<file path="src/rtl/logic_op_pkg.sv">
// Shared opcode definitions for the logic_op_pipe stage and its datapath.
package logic_op_pkg;

  localparam int unsigned OP_W = 3;

  typedef enum logic [OP_W-1:0] {
    OpAnd  = 3'd0,
    OpOr   = 3'd1,
    OpNand = 3'd2,
    OpNor  = 3'd3,
    OpXor  = 3'd4,
    OpXnor = 3'd5,
    OpNot  = 3'd6,
    OpBuf  = 3'd7
  } op_e;

endpackage

</file>
<file path="src/rtl/logic_op_comb.sv">
// Purely combinational bitwise function unit: y = f_op(a, b).
module logic_op_comb
  import logic_op_pkg::*;
#(
  parameter int unsigned WIDTH = 8
) (
  input  logic [OP_W-1:0]  i_op,
  input  logic [WIDTH-1:0] i_a,
  input  logic [WIDTH-1:0] i_b,
  output logic [WIDTH-1:0] o_y
);

  always_comb begin
    o_y = '0;
    unique case (op_e'(i_op))
      OpAnd:  o_y = i_a & i_b;
      OpOr:   o_y = i_a | i_b;
      OpNand: o_y = ~(i_a & i_b);
      OpNor:  o_y = ~(i_a | i_b);
      OpXor:  o_y = i_a ^ i_b;
      OpXnor: o_y = ~(i_a ^ i_b);
      OpNot:  o_y = ~i_a;
      OpBuf:  o_y = i_a;
    endcase
  end

endmodule

</file>
<file path="src/rtl/logic_op_pipe.sv">
// Handshaked bitwise logic stage: result computed at the input, held in a
// main register plus a skid register so in_ready is registered-state only.
module logic_op_pipe
  import logic_op_pkg::*;
#(
  parameter int unsigned WIDTH = 8,
  parameter int unsigned CNT_W = 16
) (
  input  logic             clk,
  input  logic             rst,
  input  logic             in_valid,
  output logic             in_ready,
  input  logic [OP_W-1:0]  in_op,
  input  logic [WIDTH-1:0] in_a,
  input  logic [WIDTH-1:0] in_b,
  output logic             out_valid,
  input  logic             out_ready,
  output logic [WIDTH-1:0] out_y,
  output logic [OP_W-1:0]  out_op,
  output logic             out_zero,
  output logic [CNT_W-1:0] txn_count
);

  typedef enum logic [1:0] {StEmpty, StOne, StTwo} state_e;

  state_e           r_state, w_state_nxt;
  logic [WIDTH-1:0] r_main_y, w_main_y_nxt, r_skid_y, w_skid_y_nxt;
  logic [OP_W-1:0]  r_main_op, w_main_op_nxt, r_skid_op, w_skid_op_nxt;
  logic             r_main_zero, w_main_zero_nxt, r_skid_zero, w_skid_zero_nxt;
  logic [CNT_W-1:0] r_cnt, w_cnt_nxt;

  logic [WIDTH-1:0] w_y;
  logic             w_zero;
  logic             w_accept;
  logic             w_out_hs;

  logic_op_comb #(
    .WIDTH (WIDTH)
  ) u_comb (
    .i_op (in_op),
    .i_a  (in_a),
    .i_b  (in_b),
    .o_y  (w_y)
  );

  assign w_zero    = (w_y == '0);
  // Gating with rst guarantees no handshake can occur in a reset cycle.
  assign in_ready  = (r_state != StTwo) && !rst;
  assign out_valid = (r_state != StEmpty) && !rst;
  assign w_accept  = in_valid && in_ready;
  assign w_out_hs  = out_valid && out_ready;

  assign out_y     = r_main_y;
  assign out_op    = r_main_op;
  assign out_zero  = r_main_zero;
  assign txn_count = r_cnt;

  always_comb begin
    w_state_nxt     = r_state;
    w_main_y_nxt    = r_main_y;
    w_main_op_nxt   = r_main_op;
    w_main_zero_nxt = r_main_zero;
    w_skid_y_nxt    = r_skid_y;
    w_skid_op_nxt   = r_skid_op;
    w_skid_zero_nxt = r_skid_zero;
    w_cnt_nxt       = w_out_hs ? r_cnt + CNT_W'(1) : r_cnt;

    unique case (r_state)
      StEmpty: begin
        if (w_accept) begin
          w_main_y_nxt    = w_y;
          w_main_op_nxt   = in_op;
          w_main_zero_nxt = w_zero;
          w_state_nxt     = StOne;
        end
      end
      StOne: begin
        if (w_accept && w_out_hs) begin
          w_main_y_nxt    = w_y;
          w_main_op_nxt   = in_op;
          w_main_zero_nxt = w_zero;
        end else if (w_accept) begin
          w_skid_y_nxt    = w_y;
          w_skid_op_nxt   = in_op;
          w_skid_zero_nxt = w_zero;
          w_state_nxt     = StTwo;
        end else if (w_out_hs) begin
          w_state_nxt = StEmpty;
        end
      end
      StTwo: begin
        if (w_out_hs) begin
          w_main_y_nxt    = r_skid_y;
          w_main_op_nxt   = r_skid_op;
          w_main_zero_nxt = r_skid_zero;
          w_state_nxt     = StOne;
        end
      end
      default: w_state_nxt = StEmpty;
    endcase
  end

  always_ff @(posedge clk) begin
    if (rst) begin
      r_state     <= StEmpty;
      r_main_y    <= '0;
      r_main_op   <= '0;
      r_main_zero <= 1'b0;
      r_skid_y    <= '0;
      r_skid_op   <= '0;
      r_skid_zero <= 1'b0;
      r_cnt       <= '0;
    end else begin
      r_state     <= w_state_nxt;
      r_main_y    <= w_main_y_nxt;
      r_main_op   <= w_main_op_nxt;
      r_main_zero <= w_main_zero_nxt;
      r_skid_y    <= w_skid_y_nxt;
      r_skid_op   <= w_skid_op_nxt;
      r_skid_zero <= w_skid_zero_nxt;
      r_cnt       <= w_cnt_nxt;
    end
  end

endmodule

</file>
<file path="config.mk">
export PLATFORM = sky130hd
export DESIGN_NAME = logic_op_pipe
export DESIGN_NICKNAME = d
export VERILOG_FILES = /design/src/rtl/logic_op_pkg.sv /design/src/rtl/logic_op_comb.sv /design/src/rtl/logic_op_pipe.sv
export SDC_FILE = /design/constraint.sdc
export NUM_CORES = 1
export LEC_CHECK = 0
export BUFFER_PORTS_ARGS = -buffer_cell sky130_fd_sc_hd__clkbuf_2
export CELL_PAD_IN_SITES_DETAIL_PLACEMENT = 1
export CELL_PAD_IN_SITES_GLOBAL_PLACEMENT = 2
export CORE_MARGIN = 2
export CORE_UTILIZATION = 35
export DETAILED_ROUTE_END_ITERATION = 7
export PLACE_DENSITY_LB_ADDON = 0.1
export SKIP_LAST_GASP = 1
export SYNTH_ARGS = -nofsm -noshare
export SYNTH_HDL_FRONTEND = slang
export SYNTH_SLANG_ARGS = --single-unit
</file>
<file path="constraint.sdc">
create_clock -name clk -period 4.6 [get_ports clk]
set_clock_uncertainty 0.15 [all_clocks]
set_input_delay 0.46 -clock clk [delete_from_list [all_inputs] [get_ports clk]]
set_output_delay 0.46 -clock clk [all_outputs]
set_load 0.1 [all_outputs]
</file>
# Yosys cells after proc, flatten, opt, wreduce, memory -nomap -nowiden
# Cells that the tools add are included.
# Widths: inputs -> output; s select.
classes:
  add_sub_neg: 1
  multipliers: 0
  div_mod_pow: 0
  magnitude_cmp: 0
  eq_ne: 15
  shifts: 0
  muxes: 19
  bitwise: 8
  n_reduce_logical: 14
op_table:
  columns: ["op", "count"]
  rows:
  - ["$pmux 8 s8", 1]
  - ["$not 8->8", 4]
  - ["$mux 8", 3]
  - ["$pmux 8 s3", 1]
  - ["$add 16x1->16 const B", 1]
  - ["$eq 3x3->1 const B", 4]
  - ["$mux 2", 5]
  - ["$ne 2x2->1 const B", 5]
  - ["$mux 3", 3]
  - ["$pmux 3 s3", 1]
  - ["$and 8x8->8", 1]
  - ["$logic_not 8->1", 1]
  - ["$or 8x8->8", 1]
  - ["$reduce_and 4->1", 2]
  - ["$xor 8x8->8", 1]
  - ["$eq 3x2->1 const B", 2]
  - ["$pmux 2 s3", 1]
  - ["$logic_and 1x1->1", 5]
  - ["$eq 3x1->1 const B", 1]
  - ["$logic_not 3->1", 1]
  - ["$mux 1", 3]
  - ["$ne 3x3->1 const B", 1]
  - ["$pmux 1 s3", 1]
  - ["$reduce_and 3->1", 1]
  - ["other kinds (7)", 7]
totals:
  regBits: 42
  latchBits: 0
  ramBits: 0
  romBits: 0
  in_bits: 23
  word_cells: 65
  mem_count: 0

# Longest topological paths before layout
# Gate-level depths: netlist of run 1.
logic_depth:
  word_depth: 7
  ltp_mapped: 9
  mapped_depth_nobuf: 8

# Modules after synthesis
# Synthesis of run 1 repeated with hierarchy kept, for this count alone.
hier_totals:
  cells_unflattened: 326
  hier_area_um2: 2672.6
modules_own_cells:
  columns: ["mod", "n_inst", "cells_per_inst", "area_per_inst_um2", "seq_area_each_um2"]
  rows:
  - ["logic_op_pipe", 1, 215, 1873.0, 840.8]
  - ["logic_op_comb", 1, 111, 799.5, 0.0]

# Least setup slack after synthesis of run 1
# No wires, ideal clock.
synth_path:
  kind: "input -> register"
  start: "in rst"
  end: "reg r_cnt[10] (netlist: txn_count[10])"
  setup_time_ns: 0.070
  arrival_time_ns: 2.493
  path_slack_ns: 1.887
  stages: 7
  n_path_buf: 2
  path_cell_list: "clkbuf_1 > o21ba_2 > nand4_1 > or3_1 > clkbuf_1 > or3_1 > a21oi_1"
synth_via:
  elab_chain_len: 3
synth_lines:
  columns: ["element", "line_no", "source"]
  rows:
  - ["start: declaration", "logic_op_pipe.sv:10", "input logic rst,"]
  - ["$logic_not 1->1", "logic_op_pipe.sv:49", "assign out_valid = (r_state != StEmpty) && !rst;"]
  - ["$logic_and 1x1->1", "logic_op_pipe.sv:49", null]
  - ["net out_valid", "logic_op_pipe.sv:16", "output logic out_valid,"]
  - ["$logic_and 1x1->1", "logic_op_pipe.sv:51", "assign w_out_hs = out_valid && out_ready;"]
  - ["end signal: assignment", "logic_op_pipe.sv:121", "r_cnt <= w_cnt_nxt;"]
  - ["end: declaration", "logic_op_pipe.sv:30", "logic [CNT_W-1:0] r_cnt, w_cnt_nxt;"]
# The timed path passes the listed nets, and every way through them passes these cells.
# A chain may end at the register's enable or synchronous reset.

# Worst setup path in the final report of run 1
layout_path:
  start: "reg r_state[1]"
  end: "out in_ready"
layout_via:
  elab_chain_len: 2
layout_lines:
  columns: ["element", "line_no", "source"]
  rows:
  - ["start: declaration", "logic_op_pipe.sv:26", "state_e r_state, w_state_nxt;"]
  - ["start signal: assignment", "logic_op_pipe.sv:105", "r_state <= StEmpty;"]
  - ["start signal: assignment", "logic_op_pipe.sv:114", "r_state <= w_state_nxt;"]
  - ["$ne 2x2->1", "logic_op_pipe.sv:48", "assign in_ready = (r_state != StTwo) && !rst;"]
  - ["$logic_and 1x1->1", "logic_op_pipe.sv:48", null]
  - ["end: declaration", "logic_op_pipe.sv:12", "output logic in_ready,"]
# Every way passes these cells.

==> flow_metrics.py, run 1 <==
metrics = {
    "routing": {
        "routed_via_density": 4.97,
        "wl_um": 6670,
        "dr.pass1.iters": 4,
        "vias": 2392,
        "ant_nets": 0,
        "dr.first_iter.drc_count": 87,
        "wire_per_inst_um": 13.9,
        "route.detailed.drc": 0,
    },
    "hold_path": {
        "hp-class": "reg2reg",
    },
    "final_layout": {
        "final-instance-count-excl-fill": 481,
        "regArea_sq_um": 841,
        "n_antenna_cell": 0,
        "multi_input_area_sq_um": 1680,
        "finish.utilization_pct": 40.4,
        "layout.nets": 418,
        "fillerInstances": 1001,
        "area_growth_pct": 12.4,
        "drive_above_1_share_pct": 20.3,
    },
    "cts": {
        "htree_levels": 2,
        "clk_path_buf_depth": 2,
        "path_clk_slew_ns": 0.09,
        "numCtsBuffers": 5,
        "cts_sinks": 42,
        "ctsHoldBuffers": 0,
        "cts_resized": 0,
        "clock_latency_ns": 0.30,
        "cts_root_buf": "clkbuf_8",
        "post-cts-setup-buffer-count": 0,
        "tritoncts": "yes",
    },
    "worst_setup_path": {
        "path_class": "reg2out",
        "cp_data_arrival_time_ns": 2.02,
        "cp-start-kind": "flop",
        "cp_max_fo": 10,
        "worst_ep_required_time_ns": 3.99,
        "ff2ff_setup_slack_ns": 2.39,
        "crit_path_end_kind": "primary output",
    },
    "floorplanning": {
        "die_h_um": 92.9,
        "core_sq_um": 7690,
        "io_pins": 53,
        "die_w_um": 92.9,
        "start_util_pct": 36.0,
        "fp.dieArea_sq_um": 8630,
        "row_count": 32,
    },
    "timing": {
        "hold_viol": 0,
        "setup_viol": 0,
        "timing.setup.tns_ns": 0,
        "slew_headroom_pct": 30.1,
        "fmax_mhz": 381,
        "rsz0062_at_grt": "false",
        "min_period_ns": 2.63,
        "worst_pin_slew_ns": 1.05,
        "fin_crit_sh_pct": 57.1,
        "fin_hold_ws_ns": 0.306,
        "timing.final.max_slew_violations": 0,
    },
    "global_routing": {
        "overflow": 0,
        "antenna_found_initial": 0,
        "grt_first_pass_wirelength_um": 11100,
        "grt_pass1_vias": 2253,
        "groute.usage.overall_pct": 15.8,
        "grt_max_degree": 46,
    },
    "synthesis": {
        "netlist.area_leader.share_pct": 30.4,
        "ys_warn_count": 0,
        "synth_commonest_cells": "nor2_1 (43), dfxtp_1 (42), nand2_1 (28)",
        "ys_seq_elements": 42,
        "syn-num-nets": 378,
        "synth_edf_count": 0,
        "ys.flop_type": "dfxtp_1",
        "synth_cells": 338,
        "synth_async_sr_flop_share_pct": 0,
        "synth.distinct_cells": 59,
        "synth_most_common_cell": "nor2_1",
        "syn_avg_cell_area_sq_um": 8.18,
        "seq_area_frac_synth_pct": 30.4,
        "yosys-top-cells-area": "dfxtp_1 (30%), ha_1 (7.7%), nor2_1 (5.8%), mux2i_1 (4.7%), a21oi_1 (3.8%)",
        "syn_area_sq_um": 2770,
        "synth_area_leader_cell": "dfxtp_1",
    },
    "placed_design": {
        "port_buffers": 52,
        "gp_congestion": 0.732,
        "dp_cells": 473,
        "dp_hpwl_um": 5040,
    },
    "pwr": {
        "leakage_nw": 1.31,
        "power_density_nw_per_um2": 274,
        "peakVddDrop_v": 0.0000973,
    },
    "status": {
        "status": "complete, no violations",
    },
    "job": {
        "cap_violations": 0,
    },
}
layout by cell type, fill, tap and decap left out, types with 4 or more instances in the layout:
cell       n
nor3_1     6
nor2b_1    7
or3_1      8
o21ai_0   13
clkbuf_2  52
xor2_1     8
nand2_1   28
nand2b_1   7
o211ai_1   4
nand4_1    6
a211oi_1  10
clkbuf_8   6
ha_1      17
mux2i_1   13
nor2_1    43
xnor2_1   11
a21oi_1   21
inv_1     19
dfxtp_1   42
nand3_1    7
path summary, 6_finish.rpt:
| path | from | end | depth (start not counted) |
|---|---|---|---|
| setup / recovery | r_state[1] | in_ready | 3 |
| setup reg to reg | r_state[1] | txn_count[15] | 6 |
| hold / removal | out_y[5] | out_y[5] | 2 |
| hold reg to reg | out_y[5] | out_y[5] | 2 |
area by class of cell:
type	count	area share, %
Multi-Input combinational cell	254	53.9
Timing Repair Buffer	54	8.86
Sequential cell	42	27.1
Tap cell	102	4.11
Inverter	21	2.98
Clock inverter	2	0.403
Clock buffer	6	2.66
metrics by stage:
| stage | area, sq um | power (mW) | worst slack [ns] |
|---|---|---|---|
| finish | 3110 | 0.853 | 1.97 |
| floorplan | 2770 | 0.566 | 1.89 |
| global route | 3110 | 0.902 | 1.78 |
| detailed placement | 3010 | 0.610 | 1.71 |
| CTS | 3110 | 0.868 | 1.93 |
| global placement | 3010 | 0.607 | 1.76 |
per-layer routing:
| layer | part of all wire, % | GRT usage (%) | up-vias |
|---|---|---|---|
| li1 | - | - | 1248 |
| met1 | 53 | 23.2 | 1093 |
| met2 | 43 | 24.0 | 44 |
| met3 | 3.0 | 2.20 | 7 |
| met4 | 1.3 | 4.41 | 0 |
| met5 | 0 | 0 | - |
logic make-up after synthesis:
group,Yosys count,share of synthesized area (%)
xor+xnor,19,6.02
mux,15,5.61
fa+ha+maj,17,7.69
flops,42,30.4
buf+inv,42,9.19
compound gates,69,16.5
simple gates,134,24.6
flip-flops by register name, summed over array words and instances (netlist names):
register     flops
out_op           3
txn_count       16
r_skid_op        3
r_skid_zero      1
out_zero         1
r_skid_y         8
r_state          2
out_y            8
power breakdown:
group          switching [mW]  internal [mW]
sequential            0.00672          0.374
combinational           0.152         0.0661
clock                   0.133          0.121
critical path, cell delays in order, from the launching register on:
cell      delay [ns]
dfxtp_1         0.44
nor2b_1         0.66
nor2_1          0.20
clkbuf_2        0.43
Power figures use the tool's default switching activity.
==> run 2, diff against run 1 <==
Settings changed: CORE_UTILIZATION 35 to 32.
Clock period 4.6 ns to 2.5 ns, I/O delays scaled along.
==> flow_metrics.py, run 2 (synthesized netlist as in run 1, its figures left out) <==
metrics = {
    "pwr": {
        "leakage_nw": 1.37,
        "peakVddDrop_v": 0.000193,
        "power_density_nw_per_um2": 492,
    },
    "floorplanning": {
        "io_pins": 53,
        "fp.dieArea_sq_um": 9400,
        "start_util_pct": 33.3,
        "die_w_um": 97.0,
        "die_h_um": 97.0,
        "row_count": 33,
        "core_sq_um": 8300,
    },
    "routing": {
        "wl_um": 6760,
        "route.detailed.drc": 0,
        "dr.pass1.iters": 4,
        "ant_nets": 0,
        "routed_via_density": 4.93,
        "dr.first_iter.drc_count": 64,
        "vias": 2440,
        "wire_per_inst_um": 13.7,
    },
    "timing": {
        "slew_headroom_pct": 61.4,
        "hold_viol": 0,
        "setup_viol": 0,
        "min_period_ns": 2.12,
        "timing.final.max_slew_violations": 0,
        "worst_pin_slew_ns": 0.580,
        "fin_crit_sh_pct": 85.0,
        "timing.setup.tns_ns": 0,
        "rsz0062_at_grt": "false",
        "fmax_mhz": 471,
    },
    "final_layout": {
        "finish.utilization_pct": 38.7,
        "final_common_cell": "clkbuf_2",
        "final-instance-count-excl-fill": 495,
        "final_cell_area_sq_um": 3210,
        "largest_reg_flops": 16,
        "n_antenna_cell": 0,
        "layout_common_cells": "clkbuf_2 (52), nor2_1 (43), dfxtp_1 (38), nand2_1 (28), a21oi_1 (21)",
        "layout.nets": 429,
        "fillerInstances": 1031,
        "area_growth_pct": 16.2,
        "drive_above_1_share_pct": 23.3,
    },
    "hold_path": {
        "hp-class": "in2reg",
    },
    "cts": {
        "numCtsBuffers": 5,
        "cts_sinks": 42,
        "clk_path_buf_depth": 2,
        "cts_resized": 0,
        "path_clk_slew_ns": 0.08,
        "cts_root_buf": "clkbuf_8",
        "htree_levels": 2,
        "clock_latency_ns": 0.29,
        "ctsHoldBuffers": 0,
        "post-cts-setup-buffer-count": 0,
        "tritoncts": "yes",
    },
    "global_routing": {
        "antenna_found_initial": 0,
        "groute.usage.overall_pct": 14.8,
        "grt_max_degree": 45,
        "grt_first_pass_wirelength_um": 11800,
        "overflow": 0,
        "grt_pass1_vias": 2495,
    },
    "worst_setup_path": {
        "cp_max_fo": 3,
        "path_class": "in2reg",
        "worst_ep_required_time_ns": 2.57,
        "critical-path-top-delay-family": "simple AND/OR/NAND/NOR gates",
        "cp_data_arrival_time_ns": 2.20,
        "cp-start-kind": "primary input",
        "crit_slowest_cell": "or4_4",
        "cp_cell_sequence": "clkbuf_2, inv_1, ha_1, nor2b_1, nor2_2, or4_1, and3_1, or4_4, o21ai_1",
        "max_stage_delay_ns": 0.51,
        "cp_num_buf_inv": 2,
        "crit_path_end_kind": "flop",
    },
    "placed_design": {
        "dp_hpwl_um": 5160,
        "dpl_cell_area_sq_um": 3120,
        "port_buffers": 52,
        "dp_cells": 487,
        "gp_congestion": 0.744,
    },
    "job": {
        "cap_violations": 0,
    },
    "status": {
        "status": "complete, no violations",
    },
}
[run 2: metal layers]
layer / vias up / part of all wire [%] / track usage, %
met5: - / 0 / 0
met4: 0 / 0.70 / 2.93
met3: 5 / 3.2 / 2.75
met2: 38 / 42 / 23.7
met1: 1137 / 54 / 20.9
li1: 1260 / - / -
[run 2: final cells by class]
cell class	count	area, sq um	area share, %
multi-input combinational	254	1680	52.3
timing repair buffer	65	370	11.5
inverter	21	92.6	2.88
tap	105	131	4.09
sequential	42	846	26.3
clock inverter	1	5.00	0.156
clock buffer	7	86.3	2.69
[run 2: worst register-to-register path: stages, from the launching register on]
cell and delay, ns:
dfxtp_1 0.46, o21ba_4 0.21, nand4_1 0.19, or3_1 0.47, nor3_1 0.26, xnor2_1 0.15
nor2_1 0.05
[run 2: worst paths after layout]
check / slack, ns / to / cells after the start / start
min reg2reg: 0.30 / out_y[5] / 2 / out_y[5]
max reg2reg: 0.45 / txn_count[14] / 6 / r_state[1]
max: 0.38 / out_zero / 9 / in_a[5]
min: 0.22 / r_state[0] / 4 / in_valid
[run 2: report_power, final]
part           leakage [nW]  switching, mW  total, mW  internal [mW]
registers             0.343         0.0121      0.700          0.688
logic                 0.984          0.281      0.418          0.137
clock network        0.0482          0.239      0.462          0.223
total                  1.37          0.532       1.58           1.05
[run 2: metrics by stage]
step           power, mW  hold slack [ns]  worst slack [ns]
3_3_place_gp        1.14            0.288             0.105
3_5_place_dp        1.14            0.294            0.0590
4_1_cts             1.61            0.219             0.366
2_1_floorplan       1.04            0.294            0.0202
6_report            1.58            0.223             0.376
5_1_grt             1.67            0.255             0.212
==> run 3, diff against run 2 <==
Settings changed: CORE_UTILIZATION 32 to 29.
Clock period 2.5 ns to 1.9 ns, I/O delays scaled along.
==> flow_metrics.py, run 3 (synthesized netlist as in run 1, its figures left out) <==
metrics = {
    "final_layout": {
        "multi_input_area_sq_um": 1840,
        "largest_reg_flops": 16,
        "area_growth_pct": 38.4,
        "layout_common_cells": "buf_4 (52), clkbuf_2 (44), nor2_1 (42), dfxtp_1 (29), nand2_1 (28)",
        "fillerInstances": 1135,
        "layout.nets": 469,
        "n_antenna_cell": 0,
        "regArea_sq_um": 865,
        "final-instance-count-excl-fill": 559,
        "final_common_cell": "buf_4",
        "final_cell_area_sq_um": 3830,
        "drive_above_1_share_pct": 38.8,
    },
    "cts": {
        "tritoncts": "yes",
        "clk_path_buf_depth": 2,
        "htree_levels": 2,
        "cts_sinks": 42,
        "numCtsBuffers": 5,
        "ctsHoldBuffers": 0,
        "cts_root_buf": "clkbuf_8",
        "path_clk_slew_ns": 0.09,
        "clock_latency_ns": 0.30,
    },
    "floorplanning": {
        "io_pins": 53,
        "die_h_um": 102,
        "start_util_pct": 29.9,
        "core_sq_um": 9240,
        "fp.dieArea_sq_um": 10300,
        "row_count": 35,
        "die_w_um": 102,
    },
    "timing": {
        "timing.final.max_slew_violations": 0,
        "rsz0062_at_grt": "true",
        "slew_headroom_pct": 62.4,
        "worst_pin_slew_ns": 0.564,
        "fmax_mhz": 515,
        "setup_ws_ns": -0.0414,
        "fin_crit_sh_pct": 102,
        "min_period_ns": 1.94,
        "setup_viol": 2,
        "timing.setup.tns_ns": -0.0558,
        "hold_viol": 0,
    },
    "placed_design": {
        "dpl_cell_area_sq_um": 3600,
        "dp_hpwl_um": 5750,
        "port_buffers": 52,
        "post-place-ws_ns": -0.430,
        "gp_congestion": 0.786,
        "dp_cells": 549,
    },
    "worst_setup_path": {
        "cp_data_arrival_time_ns": 2.01,
        "r2r_end": "out_y[0]",
        "crit_start": "in_a[5]",
        "reg2reg_from": "r_state[1]",
        "cp-endpoint": "r_skid_zero",
        "cp_cell_sequence": "buf_6, inv_2, ha_4, nor2b_4, nor2_2, or4_1, and3_1, or4_4, mux2i_1",
        "cp_max_fo": 2,
        "max_stage_delay_ns": 0.49,
        "ff2ff_setup_slack_ns": 0.15,
        "reg2reg_depth": 6,
        "crit_path_end_kind": "flop",
        "worst_ep_required_time_ns": 1.97,
        "path_class": "in2reg",
        "crit_slowest_cell": "or4_1",
        "cp-start-kind": "primary input",
    },
    "global_routing": {
        "antenna_found_initial": 0,
        "grt_first_pass_wirelength_um": 12600,
        "groute.usage.overall_pct": 15.1,
        "grt_pass1_vias": 2585,
        "overflow": 0,
        "grt_max_degree": 45,
    },
    "hold_path": {
        "hold_depth": 4,
        "hp-class": "in2reg",
    },
    "status": {
        "status": "finished, violations left",
        "violations": "setup timing",
    },
    "routing": {
        "dr.first_iter.drc_count": 48,
        "wire_per_inst_um": 13.2,
        "ant_nets": 0,
        "wl_um": 7400,
        "route.detailed.drc": 0,
        "vias": 2669,
        "dr.pass1.iters": 4,
        "routed_via_density": 4.77,
    },
    "pwr": {
        "leakage_nw": 1.63,
        "power_density_nw_per_um2": 569,
        "peakVddDrop_v": 0.000313,
    },
    "job": {
        "cap_violations": 0,
    },
}
run 3: layout make-up:
| type | instances | share of cell area [%] |
|---|---|---|
| sequential | 42 | 22.6 |
| timing repair buffer | 105 | 20.0 |
| multi-input combinational | 254 | 48.0 |
| inverter | 21 | 3.01 |
| clock inverter | 3 | 0.425 |
| clock buffer | 5 | 1.80 |
| tap | 129 | 4.22 |
run 3: how the worst min path moves through the flow:
stage | startpoint | endpoint
3_5_place_dp | out_y[5] | out_y[5]
3_3_place_gp | out_y[5] | out_y[5]
6_report | in_valid | r_state[0]
2_1_floorplan | out_ready | r_state[1]
5_1_grt | in_valid | r_state[0]
4_1_cts | in_valid | r_state[0]
run 3: per-stage QoR:
step	utilization (%)	hold WS (ns)	power (mW)
4_1_cts	40.4	0.166	2.20
5_1_grt	41.4	0.199	2.31
3_3_place_gp	39.0	0.293	1.59
6_report	41.4	0.162	2.18
2_1_floorplan	-	0.258	1.39
3_5_place_dp	39.0	0.297	1.60
run 3: timing repair:
action,in CTS,in global routing
cloned,0,0
endpoints found under the setup margin,4,13
setup buffers,1,1
gates resized for setup,6,24
pin swaps,5,13
run 3: where the power goes:
group	switching (mW)	leakage (nW)	internal, mW
Combinational	0.407	1.24	0.277
Clock	0.325	0.0416	0.252
Sequential	0.0161	0.348	0.902
run 3: routing by layer:
layer	wire length, um	global-route usage (%)	vias to the layer above
met5	0	0	-
met2	3380	24.0	41
met1	3720	21.1	1270
met4	93	3.95	0
li1	-	-	1350
met3	212	2.48	8
run 3: worst max-delay path, delay by kind of cell:
family	cells	cell delay (ns)
buffers and inverters	2	0.10
AND/OR/NAND/NOR	5	1.33
multiplexers	1	0.15
adder cells (fa/ha/maj)	1	0.24
